===== src/rtl/mem_stage_lsu.sv =====
// Memory-stage load/store unit: drives the data-memory request and stalls the pipe until ack or timeout.
// Latency: a request goes out in the same cycle it arrives, and ReadDataW/BusErrW update one cycle after the ack or timeout cycle.
// Backpressure: StallM holds upstream while waiting on DmemAck. MISALIGN_TRAP_EN adds misalignment trapping via MisalignW.
module mem_stage_lsu #(
    parameter int TIMEOUT = 16
) (
    input  logic        clk,
    input  logic        reset,
    input  logic        MemWriteM,
    input  logic [1:0]  ResultSrcM,
    input  logic [2:0]  funct3M,
    input  logic [31:0] ALUResultM,
    input  logic [31:0] WriteDataM,
    output logic        StallM,
    output logic        DmemReq,
    output logic        DmemWe,
    output logic [31:0] DmemAddr,
    output logic [31:0] DmemWData,
    output logic [3:0]  DmemBe,
    input  logic [31:0] DmemRData,
    input  logic        DmemAck,
    output logic [31:0] ReadDataW,
    output logic        BusErrW
`ifdef MISALIGN_TRAP_EN
    ,
    output logic        MisalignW
`endif
);

    typedef enum logic {S_IDLE, S_WAIT} state_t;

    localparam logic [7:0] CNT_LAST = 8'(TIMEOUT - 1);

    state_t      state;
    logic [7:0]  cnt;
    logic        is_store, is_load, access, misalign;
    logic        size_b, size_h, uns;
    logic        timeout_hit, done;
    logic [7:0]  ld_byte;
    logic [15:0] ld_half;
    logic [31:0] ld_ext;

    assign is_store = MemWriteM;
    assign is_load  = !MemWriteM && (ResultSrcM == 2'b01);
    assign access   = is_store || is_load;

    // Undefined funct3 codes fall through to word size.
    assign size_b = (funct3M == 3'b000) || (funct3M == 3'b100);
    assign size_h = (funct3M == 3'b001) || (funct3M == 3'b101);
    assign uns    = funct3M[2];

`ifdef MISALIGN_TRAP_EN
    assign misalign = access && (state == S_IDLE) &&
                      ((size_h && ALUResultM[0]) ||
                       (!size_b && !size_h && (ALUResultM[1:0] != 2'b00)));
`else
    assign misalign = 1'b0;
`endif

    assign DmemReq     = reset && ((state == S_WAIT) || (access && !misalign));
    assign timeout_hit = DmemReq && (state == S_WAIT) && !DmemAck && (cnt == CNT_LAST);
    assign done        = DmemReq && DmemAck;
    assign StallM      = DmemReq && !DmemAck && !timeout_hit;

    assign DmemWe   = is_store;
    assign DmemAddr = {ALUResultM[31:2], 2'b00};

    always_comb begin
        DmemBe    = 4'b1111;
        DmemWData = 32'h0;
        if (is_store) begin
            if (size_b) begin
                DmemBe    = 4'b0001 << ALUResultM[1:0];
                DmemWData = {4{WriteDataM[7:0]}};
            end else if (size_h) begin
                DmemBe    = 4'b0011 << {ALUResultM[1], 1'b0};
                DmemWData = {2{WriteDataM[15:0]}};
            end else begin
                DmemWData = WriteDataM;
            end
        end
    end

    always_comb begin
        ld_byte = 8'h0;
        case (ALUResultM[1:0])
            2'd0:    ld_byte = DmemRData[7:0];
            2'd1:    ld_byte = DmemRData[15:8];
            2'd2:    ld_byte = DmemRData[23:16];
            default: ld_byte = DmemRData[31:24];
        endcase
        ld_half = ALUResultM[1] ? DmemRData[31:16] : DmemRData[15:0];
        if (size_b)
            ld_ext = {{24{!uns && ld_byte[7]}}, ld_byte};
        else if (size_h)
            ld_ext = {{16{!uns && ld_half[15]}}, ld_half};
        else
            ld_ext = DmemRData;
    end

    always_ff @(posedge clk) begin
        if (!reset) begin
            state     <= S_IDLE;
            cnt       <= 8'd0;
            ReadDataW <= 32'h0;
            BusErrW   <= 1'b0;
`ifdef MISALIGN_TRAP_EN
            MisalignW <= 1'b0;
`endif
        end else begin
            BusErrW <= timeout_hit;
`ifdef MISALIGN_TRAP_EN
            MisalignW <= misalign;
            if (misalign && is_load)
                ReadDataW <= 32'h0;
`endif
            case (state)
                S_IDLE: begin
                    if (DmemReq && !DmemAck) begin
                        state <= S_WAIT;
                        cnt   <= 8'd0;
                    end
                end
                default: begin
                    if (DmemAck || timeout_hit)
                        state <= S_IDLE;
                    else
                        cnt <= cnt + 8'd1;
                end
            endcase
            if (done && is_load)
                ReadDataW <= ld_ext;
            else if (timeout_hit)
                ReadDataW <= 32'h0;
        end
    end

endmodule


===== config.mk =====
export PLATFORM = sky130hd
export DESIGN_NAME = mem_stage_lsu
export DESIGN_NICKNAME = d
export VERILOG_FILES = /design/src/rtl/mem_stage_lsu.sv
export SDC_FILE = /design/constraint.sdc
export NUM_CORES = 1
export LEC_CHECK = 0
export CELL_PAD_IN_SITES_DETAIL_PLACEMENT = 2
export CELL_PAD_IN_SITES_GLOBAL_PLACEMENT = 2
export CORE_ASPECT_RATIO = 0.5
export CORE_MARGIN = 1.5
export CORE_UTILIZATION = 20
export DETAILED_ROUTE_END_ITERATION = 12
export PLACE_DENSITY = 0.92
export SLEW_MARGIN = 20
export SYNTH_ARGS = -nofsm -noshare
export SYNTH_HDL_FRONTEND = slang
export SYNTH_SLANG_ARGS = --single-unit
export TNS_END_PERCENT = 50

===== constraint.sdc =====
create_clock -name clk -period 4.2 [get_ports clk]
set_input_delay 0.42 -clock clk [delete_from_list [all_inputs] [get_ports clk]]
set_output_delay 0.42 -clock clk [all_outputs]
set_load 0.05 [all_outputs]

Yosys cells after proc, flatten, opt, wreduce, memory -nomap -nowiden
Index checks and enable logic that the tools add are counted.
Widths: inputs -> output; s select.

operators by class
  shift operators = 2
  reduce and logical (&&, ||, !) cells = 25
  $add $sub $neg = 1
  equality and inequality tests = 8
  multiplexer cells = 18

operator list
  operator             count
  $mux 32              7
  $mux 8               3
  $pmux 8 s3           1
  $mux 16              1
  $mux 4               3
  $logic_and 1x1->1    11
  $add 8x1->8 const B  1
  $eq 8x4->1 const B   1
  $eq 3x3->1 const B   2
  $logic_or 1x1->1     5
  $eq 2x1->1 const B   2
  $logic_not 1->1      4
  $reduce_bool 2->1    2
  $shl 1x2->4 const A  1
  $shl 2x2->4 const A  1
  $eq 3x1->1 const B   1
  $logic_not 3->1      1
  $mux 1               3
  $eq 2x2->1 const B   1
  $logic_not 2->1      1
  $ne 2x2->1 const B   1
  $reduce_and 2->1     1

word-level totals
  register bits after elaboration = 42
  bits of input ports = 105
  word-level logic and storage cells = 58

Logic depth before layout (Yosys ltp)
Gate-level depths: netlist (run 1).

  depth after elaboration = 11
  gate-level depth with buffers = 7
  depth with buffers taken out = 5

Worst setup path before layout (run 1)
OpenSTA, ideal clock, no wires.

  kind = input port to output port
  from = input port funct3M[1]
  to = output port DmemWData[14]
  path slack = 1.555 ns
  data arrival time = 2.225 ns
  path buffers = 2
  cell stages on the path = 4
  path through = clkbuf_1 -> clkbuf_1 -> o21ai_0 -> a21boi_0

on the way
  cells in the longest elaborated chain, start to end = 4

RTL lines
  what                                                  RTL line  RTL
  from (decl)                                           11        input logic [2:0] funct3M,
  $eq 3x3->1 / $logic_not 3->1 (equally long branches)  48        assign size_b = (funct3M == 3'b000) || (funct3M == 3'b100);
  $logic_or 1x1->1 *                                    48
  $mux 32 *                                             72        if (size_b) begin
  $mux 32 *                                             71        if (is_store) begin
  to (decl)                                             18        output logic [31:0] DmemWData,

Mark *: on every way between the ends. The rest lies on a longest branch, timed or not.

Final worst setup path (run 1)
  from = input port funct3M[0]
  to = output port DmemWData[30]

on the way
  cells in the longest elaborated chain, start to end = 5

RTL lines
  what                                             RTL line  RTL
  $eq 3x1->1 / $eq 3x3->1 (equally long branches)  49        assign size_h = (funct3M == 3'b001) || (funct3M == 3'b101);
  $logic_or 1x1->1                                 49
  $mux 32                                          75        end else if (size_h) begin
  $mux 32 *                                        72
  $mux 32 *                                        71

Marks and branches as above.

==> results of run 1 <==
how the worst max path moves through the flow:
stage	start	end	cells past startpoint
6_report	funct3M[0]	DmemWData[30]	6
5_1_grt	funct3M[0]	DmemWData[30]	6
4_1_cts	funct3M[0]	DmemWData[30]	6
3_5_place_dp	funct3M[0]	DmemWData[30]	6
3_3_place_gp	funct3M[0]	DmemWData[13]	6
2_1_floorplan	funct3M[1]	DmemWData[14]	4
cell usage after synthesis (11+ instances only):
cell type  count
nand2b_1      19
a31oi_1       11
nand2_1       28
o21ai_0       31
dfxtp_1       42
nor2b_1       22
buf_4         34
a22o_1        24
and2_1        16
mux2i_1       25
clkbuf_1      15
a21oi_1       15
registers in the layout, summed over array words and instances (netlist names):
name	cells
BusErrW	1
ReadDataW	32
cnt	8
state	1
routing by layer:
layer,vias up,wire (µm),global-route usage
met5,-,0,0
met3,27,467,0.02273
met1,1637,5634,0.2034
met2,79,6860,0.2962
met4,0,335,0.07014
li1,1525,-,-
area by class of cell:
type                       count  area, µm²
multi-input combinational    272       1823
timing repair buffer         155       1509
inverter                       5      18.77
sequential                    42      840.8
clock inverter                 1      30.03
tap                          198      247.7
clock buffer                   7      132.6
fill                        1687      10140
power by group through the flow:
stage               logic [mW]  clock network [mW]  registers [mW]
floorplan                0.285                   0           0.450
global placement         0.401                   0           0.422
detailed placement       0.415                   0           0.423
CTS                      0.418               0.462           0.414
global route             0.441               0.478           0.415
finish                   0.416               0.454           0.414
cell families (layout without fill, tap and decap cells):
group,after synthesis,count (layout)
DFF,42,42
adders and majority gates,1,1
muxes,28,28
and+or+nand+nor,126,126
other,1,2
buffers and inverters,65,168
AOI/OAI and AO/OA,115,115
==> results.py, run 1 <==
metrics = {
    "final_layout": {
        "antenna_cells": 0,
        "stdcell_count": 680,
        "design_area_um2": 4602,
        "fin_util": 0.3122,
        "mostFrequentLayoutCells": "139 x clkdlybuf4s50_1, 42 x dfxtp_1, 31 x o21ai_0, 28 x nand2_1, 25 x mux2i_1",
        "final_common_cell": "clkdlybuf4s50_1",
        "layout-drive-gt1-share": 0.06846,
        "area_growth_pct": 49.69,
        "fin_nets": 587,
    },
    "timing": {
        "relSlewSlack": 0.4231,
        "slew_viol_final": 0,
        "finalSetupTns_ps": 0,
        "max_freq_mhz": 305.6,
        "finalSetupViolations": 0,
        "worstMarginPinSlew_ps": 862.6,
        "fin_skew_ps": 4.223,
        "finalHoldViolCount": 0,
        "whs_ps": 476.6,
        "rsz0062_at_grt": "false",
        "layout_min_cycle_time_ps": 3272,
        "fin_ws_ps": 927.8,
        "timing.final.crit_share": 0.7791,
    },
    "die": {
        "rows": 31,
        "die_h_um": 90.67,
        "io_pins": 209,
        "start_util": 0.2086,
        "fp.dieArea_um2": 16170,
        "fp.coreArea_um2": 14740,
        "die_w_um": 178.3,
    },
    "critical_path": {
        "reg2reg_to": "ReadDataW[12]",
        "slowest_delay_ps": 930,
        "crit_type": "input port to output port",
        "crit_path_start_kind": "input port",
        "crit_chain": "clkdlybuf4s50_1, buf_4, mux2i_1, o21ai_0, and2_1, clkdlybuf4s50_1",
        "endpoint_kind": "output port",
        "cp.arrival_ps": 2850,
        "crit_family": "buffers and inverters",
        "required_ps": 3780,
        "reg2reg_depth": 6,
        "crit_buf_inv": 3,
        "crit_fanout": 17,
        "reg2reg_slack_ps": 2170,
        "cp_common_cell": "clkdlybuf4s50_1",
        "critPathSlowestCell": "clkdlybuf4s50_1",
        "timing.rr.start": "cnt[0]",
    },
    "logic_synthesis": {
        "synth_top_family_by_area": "compound AO/OA/AOI/OAI gates",
        "synth-edff-count": 0,
        "synth_top_cell_by_area": "dfxtp_1",
        "ys_ff_latch": 42,
        "yosys_warnings": 0,
        "synthTopCellsByArea": "dfxtp_1 27%, buf_4 8.3%, mux2i_1 8.1%",
        "synth-main-ff-cell": "dfxtp_1",
        "synthMuxAreaShare": 0.09239,
        "synth.top_cell.area_share": 0.2735,
        "synth_cells": 378,
        "syn-mean-instance-area_um2": 8.133,
        "yosysSeqAreaShare": 0.2735,
        "synth_adder_area_share": 0.004070,
        "synthXorXnorAreaFrac": 0,
        "synth_compound_area_frac": 0.2548,
        "netlist_area_um2": 3074,
        "ys_async_sr_fraction": 0,
        "synthDistinctLibCells": 42,
        "synth-simple-area-share": 0.2393,
    },
    "clock_tree": {
        "cts_htree_levels": 2,
        "clk_pin_slew_ps": 60,
        "cts_made_buffers": 5,
        "hold_buffers": 0,
        "cts_buffer_depth": 2,
        "clk_latency_ps": 290,
        "clock_sinks": 42,
        "postCtsSetupRepairBufs": 0,
        "root_buffer": "clkbuf_16",
        "cts_tree": "done",
        "cts_resized": 0,
    },
    "worst_hold_path": {
        "hold_path.class": "flop to flop",
        "holdPathStages": 1,
        "whs_endpoint": "ReadDataW[30]",
        "hold_start": "ReadDataW[30]",
    },
    "run": {
        "drv_cap": 0,
    },
    "placement": {
        "port_buffers": 146,
        "gpl.final_weighted_congestion": 0.8013,
        "dp_cells": 672,
        "dpl-instance-area_um2": 4439,
        "place_ws_ps": 911.9,
        "hpwl_um": 10190,
    },
    "power_and_ir_drop": {
        "pwr-share-comb": 0.324,
        "power.share.sequential": 0.323,
        "finalPower_mw": 1.283,
        "vdd_drop_max_v": 0.0001237,
        "intPower_mw": 0.8577,
        "p_clk_frac": 0.354,
        "p_per_area_nw_per_um2": 278.9,
        "leakagePower_nw": 1.678,
        "swShare": 0.3316,
        "p_switching_mw": 0.4256,
    },
    "global_route": {
        "antenna_found_initial": 0,
        "grt_pass1_vias": 3593,
        "overflow": 0,
        "grt_pass1_wl_um": 21130,
        "grt_start_max_net_pins": 36,
        "gr-usage-all-layers": 0.1678,
    },
    "detailed_routing": {
        "dr.pass1.iters": 4,
        "wl_um": 13300,
        "ant_nets": 0,
        "via_count": 3268,
        "routedWlPerCell_um": 19.56,
        "drt-initial-drc-count": 137,
        "drc": 0,
        "avgViaCountPerCell": 4.806,
    },
    "status": {
        "status": "finished clean",
    },
}
(Power assumes the default switching activity.)
==> inputs of run 2 (changes only) <==
- CORE_UTILIZATION: 20 -> 18
- PLACE_DENSITY: 0.92 -> 0.85
- clock period: 4.2 -> 3.3 ns (I/O delays scaled with it)
==> results.py, run 2 (synthesized netlist as in run 1, its figures left out) <==
metrics = {
    "clock_tree": {
        "clock_sinks": 42,
        "clk_pin_slew_ps": 60,
        "cts_made_buffers": 5,
        "clk_latency_ps": 300,
        "root_buffer": "clkbuf_16",
        "cts_tree": "done",
        "cts_buffer_depth": 2,
        "hold_buffers": 0,
        "postCtsSetupRepairBufs": 0,
        "cts_htree_levels": 2,
        "cts_resized": 0,
    },
    "die": {
        "io_pins": 209,
        "start_util": 0.1857,
        "rows": 33,
        "fp.dieArea_um2": 17920,
        "die_h_um": 95.41,
        "die_w_um": 187.8,
        "fp.coreArea_um2": 16560,
    },
    "detailed_routing": {
        "ant_nets": 0,
        "via_count": 3198,
        "drt-initial-drc-count": 107,
        "wl_um": 12650,
        "drc": 0,
        "dr.pass1.iters": 4,
        "routedWlPerCell_um": 17.78,
        "avgViaCountPerCell": 4.498,
    },
    "final_layout": {
        "top_regs": "ReadDataW x32, cnt x8",
        "layout-drive-gt1-share": 0.1097,
        "largest_reg_flops": 32,
        "area_growth_pct": 56.21,
        "fin_nets": 588,
        "stdcell_count": 711,
        "fin_util": 0.2900,
        "final_common_cell": "clkdlybuf4s50_1",
        "mostFrequentLayoutCells": "122 x clkdlybuf4s50_1, 42 x dfxtp_1, 31 x o21ai_0, 28 x nand2_1, 25 x mux2i_1",
        "top_register": "ReadDataW",
    },
    "placement": {
        "gpl.final_weighted_congestion": 0.7844,
        "hpwl_um": 9931,
        "port_buffers": 146,
        "dp_cells": 702,
        "place_ws_ps": 728.3,
    },
    "timing": {
        "timing.final.crit_share": 0.7470,
        "relSlewSlack": 0.5075,
        "layout_min_cycle_time_ps": 2465,
        "finalSetupViolations": 0,
        "fin_skew_ps": 8.466,
        "slew_viol_final": 0,
        "max_freq_mhz": 405.7,
        "finalSetupTns_ps": 0,
        "worstMarginPinSlew_ps": 738.8,
        "fin_ws_ps": 834.9,
        "finalHoldViolCount": 0,
        "rsz0062_at_grt": "false",
    },
    "global_route": {
        "antenna_found_initial": 1,
        "overflow": 0,
        "grt_pass1_wl_um": 19580,
        "grt_start_max_net_pins": 48,
        "gr-usage-all-layers": 0.1389,
        "grt_pass1_vias": 3439,
    },
    "critical_path": {
        "crit_type": "input port to output port",
        "crit_path_start_kind": "input port",
        "cp.arrival_ps": 2140,
        "startpoint": "MemWriteM",
        "endpoint_kind": "output port",
        "required_ps": 2970,
        "crit_fanout": 39,
        "timing.rr.start": "cnt[0]",
    },
    "status": {
        "status": "finished clean",
    },
    "power_and_ir_drop": {
        "p_per_area_nw_per_um2": 331.8,
        "leakagePower_nw": 1.755,
        "vdd_drop_max_v": 0.0001935,
    },
    "worst_hold_path": {
        "hold_start": "ReadDataW[7]",
        "hold_path.class": "flop to flop",
    },
    "run": {
        "drv_cap": 0,
    },
}
[run 2: cell types whose count changed in the layout (fill, tap and decap cells not counted)]
cell	change
clkbuf_1	-2
buf_12	+17
clkinv_4	+1
buf_4	+1
clkinv_2	+1
clkinvlp_4	+1
clkdlybuf4s50_1	-17
diode_2	+1
bufinv_16	-1
[run 2: through the flow]
step	hold WS (ps)	power (mW)	cell area (µm²)
3_3_place_gp	446.2	1.089	4653
5_1_grt	498.4	1.659	4802
3_5_place_dp	462.2	1.101	4653
2_1_floorplan	409.2	0.9350	3078
4_1_cts	479.8	1.609	4800
6_report	475.8	1.593	4802
[run 2: area by class of cell]
type / count / area [µm²]
Tap cell: 227 / 284.0
Inverter: 5 / 18.77
Fill cell: 1870 / 11760
Clock buffer: 5 / 125.1
Clock inverter: 3 / 21.27
Timing Repair Buffer: 156 / 1687
Sequential cell: 42 / 840.8
Antenna cell: 1 / 2.502
Multi-Input combinational cell: 272 / 1823
[run 2: layer usage]
layer,vias up,GRT usage,share of wire
li1,1527,-,-
met5,-,0,0
met3,22,0.01730,0.032
met2,75,0.2694,0.53
met4,0,0.05933,0.024
met1,1574,0.1560,0.42
[run 2: power by group]
part | switching (mW) | internal (mW) | leakage [nW]
Combinational | 0.316 | 0.243 | 1.35
Sequential | 0.00810 | 0.518 | 0.340
Clock | 0.226 | 0.281 | 0.0698
Total | 0.551 | 1.04 | 1.75
[run 2: final timing paths]
path / to / slack, ps / cells after the start
worst max-delay path: DmemWData[2] / 830 / 4
worst min register to register: ReadDataW[7] / 480 / 1
worst min-delay path: ReadDataW[7] / 480 / 1
worst max register to register: ReadDataW[26] / 1330 / 6
[run 2: worst max-delay path, stage by stage]
cell and delay [ps]:
clkdlybuf4s50_1 470, buf_4 320, and2_1 190, clkdlybuf4s50_1 810
==> inputs of run 3 (changes only) <==
- CORE_UTILIZATION: 18 -> 16
- PLACE_DENSITY: 0.85 -> 0.8
- clock period: 3.3 -> 1.95 ns (I/O delays scaled with it)
==> results.py, run 3 (synthesized netlist as in run 1, its figures left out) <==
metrics = {
    "status": {
        "status": "finished clean",
    },
    "placement": {
        "place_ws_ps": -96.97,
        "gpl.final_weighted_congestion": 0.7576,
        "dp_cells": 751,
        "hpwl_um": 10850,
        "port_buffers": 146,
    },
    "global_route": {
        "grt_pass1_wl_um": 20890,
        "grt_start_max_net_pins": 33,
        "grt_pass1_vias": 3717,
        "gr-usage-all-layers": 0.1324,
        "antenna_found_initial": 0,
        "overflow": 0,
    },
    "timing": {
        "slew_viol_final": 0,
        "timing.final.crit_share": 0.9513,
        "relSlewSlack": 0.5108,
        "finalHoldViolCount": 0,
        "fin_skew_ps": 7.628,
        "fin_ws_ps": 94.93,
        "whs_ps": 390.0,
        "worstMarginPinSlew_ps": 733.8,
        "rsz0062_at_grt": "false",
        "layout_min_cycle_time_ps": 1855,
        "max_freq_mhz": 539.1,
        "finalSetupViolations": 0,
    },
    "final_layout": {
        "mostFrequentLayoutCells": "106 x clkdlybuf4s50_1, 41 x dfxtp_1, 40 x buf_12, 31 x o21ai_0, 28 x nand2_1",
        "multi_input_area_um2": 1848,
        "area.sequential_um2": 842.1,
        "fin_util": 0.2822,
        "area_growth_pct": 70.86,
        "fillers": 2086,
        "layout-drive-gt1-share": 0.1880,
        "top_regs": "ReadDataW x32, cnt x8",
        "top_register": "ReadDataW",
        "largest_reg_flops": 32,
        "antenna_cells": 0,
        "final_common_cell": "clkdlybuf4s50_1",
        "stdcell_count": 759,
        "fin_nets": 605,
    },
    "clock_tree": {
        "clock_sinks": 42,
        "postCtsSetupRepairBufs": 0,
        "cts_resized": 3,
        "hold_buffers": 0,
        "cts_htree_levels": 2,
        "cts_tree": "done",
        "root_buffer": "clkbuf_16",
        "cts_buffer_depth": 2,
        "clk_latency_ps": 290,
        "cts_made_buffers": 5,
    },
    "die": {
        "die_w_um": 199.0,
        "rows": 35,
        "start_util": 0.1652,
        "fp.coreArea_um2": 18610,
        "fp.dieArea_um2": 20110,
        "die_h_um": 101.0,
        "io_pins": 209,
    },
    "critical_path": {
        "crit_type": "input port to output port",
        "cp.arrival_ps": 1660,
        "required_ps": 1750,
        "reg2reg_depth": 6,
        "crit_path_start_kind": "input port",
        "crit_fanout": 17,
        "endpoint_kind": "output port",
    },
    "detailed_routing": {
        "dr.pass1.iters": 4,
        "drc": 0,
        "routedWlPerCell_um": 17.92,
        "via_count": 3323,
        "wl_um": 13600,
        "drt-initial-drc-count": 66,
        "avgViaCountPerCell": 4.378,
        "ant_nets": 0,
    },
    "power_and_ir_drop": {
        "finalPower_mw": 2.854,
        "p_per_area_nw_per_um2": 543.4,
        "vdd_drop_max_v": 0.0003405,
        "leakagePower_nw": 1.962,
    },
    "worst_hold_path": {
        "hold_path.class": "input port to output port",
        "holdPathStages": 0,
    },
    "run": {
        "drv_cap": 0,
    },
}
[run 3: worst paths after layout]
kind / from / end / slack (ps)
min reg2reg: ReadDataW[2] / ReadDataW[2] / 470
min: ALUResultM[10] / DmemAddr[10] / 390
max reg2reg: cnt[0] / ReadDataW[15] / 160
max: funct3M[0] / DmemWData[13] / 90
[run 3: final cells by class]
| type | count | share of cell area |
|---|---|---|
| multi-input cells | 272 | 0.3518 |
| well taps | 259 | 0.06170 |
| inverters | 5 | 0.003573 |
| repair buffers | 173 | 0.3933 |
| clock inverters | 3 | 0.005479 |
| clock buffers | 5 | 0.02382 |
| flip-flops and latches | 42 | 0.1603 |
[run 3: where the power goes]
| part | switching [mW] | total (mW) | internal (mW) |
|---|---|---|---|
| clock | 0.404 | 0.895 | 0.492 |
| sequential | 0.0153 | 0.893 | 0.877 |
| combinational | 0.567 | 1.07 | 0.500 |
[run 3: through the flow]
step | cell area (µm²) | TNS [ps]
finish | 5253 | 0
global route | 5253 | 0
CTS | 5234 | 0
detailed placement | 5074 | -1356
global placement | 5074 | -31.41
floorplan | 3083 | -672.5
[run 3: worst max-delay path, cell delays in order]
cell and delay [ps]:
clkdlybuf4s50_1 470, buf_12 190, nor2_2 120, buf_6 160, nand2_1 60, a21boi_0 180, buf_4 150, buf_12 130
[run 3: per-layer routing]
layer	track usage	wire length, µm	part of all wire	vias up
met5	0	0	0	-
met4	0.05478	444	0.033	0
met3	0.008699	289	0.021	22
met2	0.2675	7469	0.55	66
met1	0.1428	5394	0.40	1673
li1	-	-	-	1562
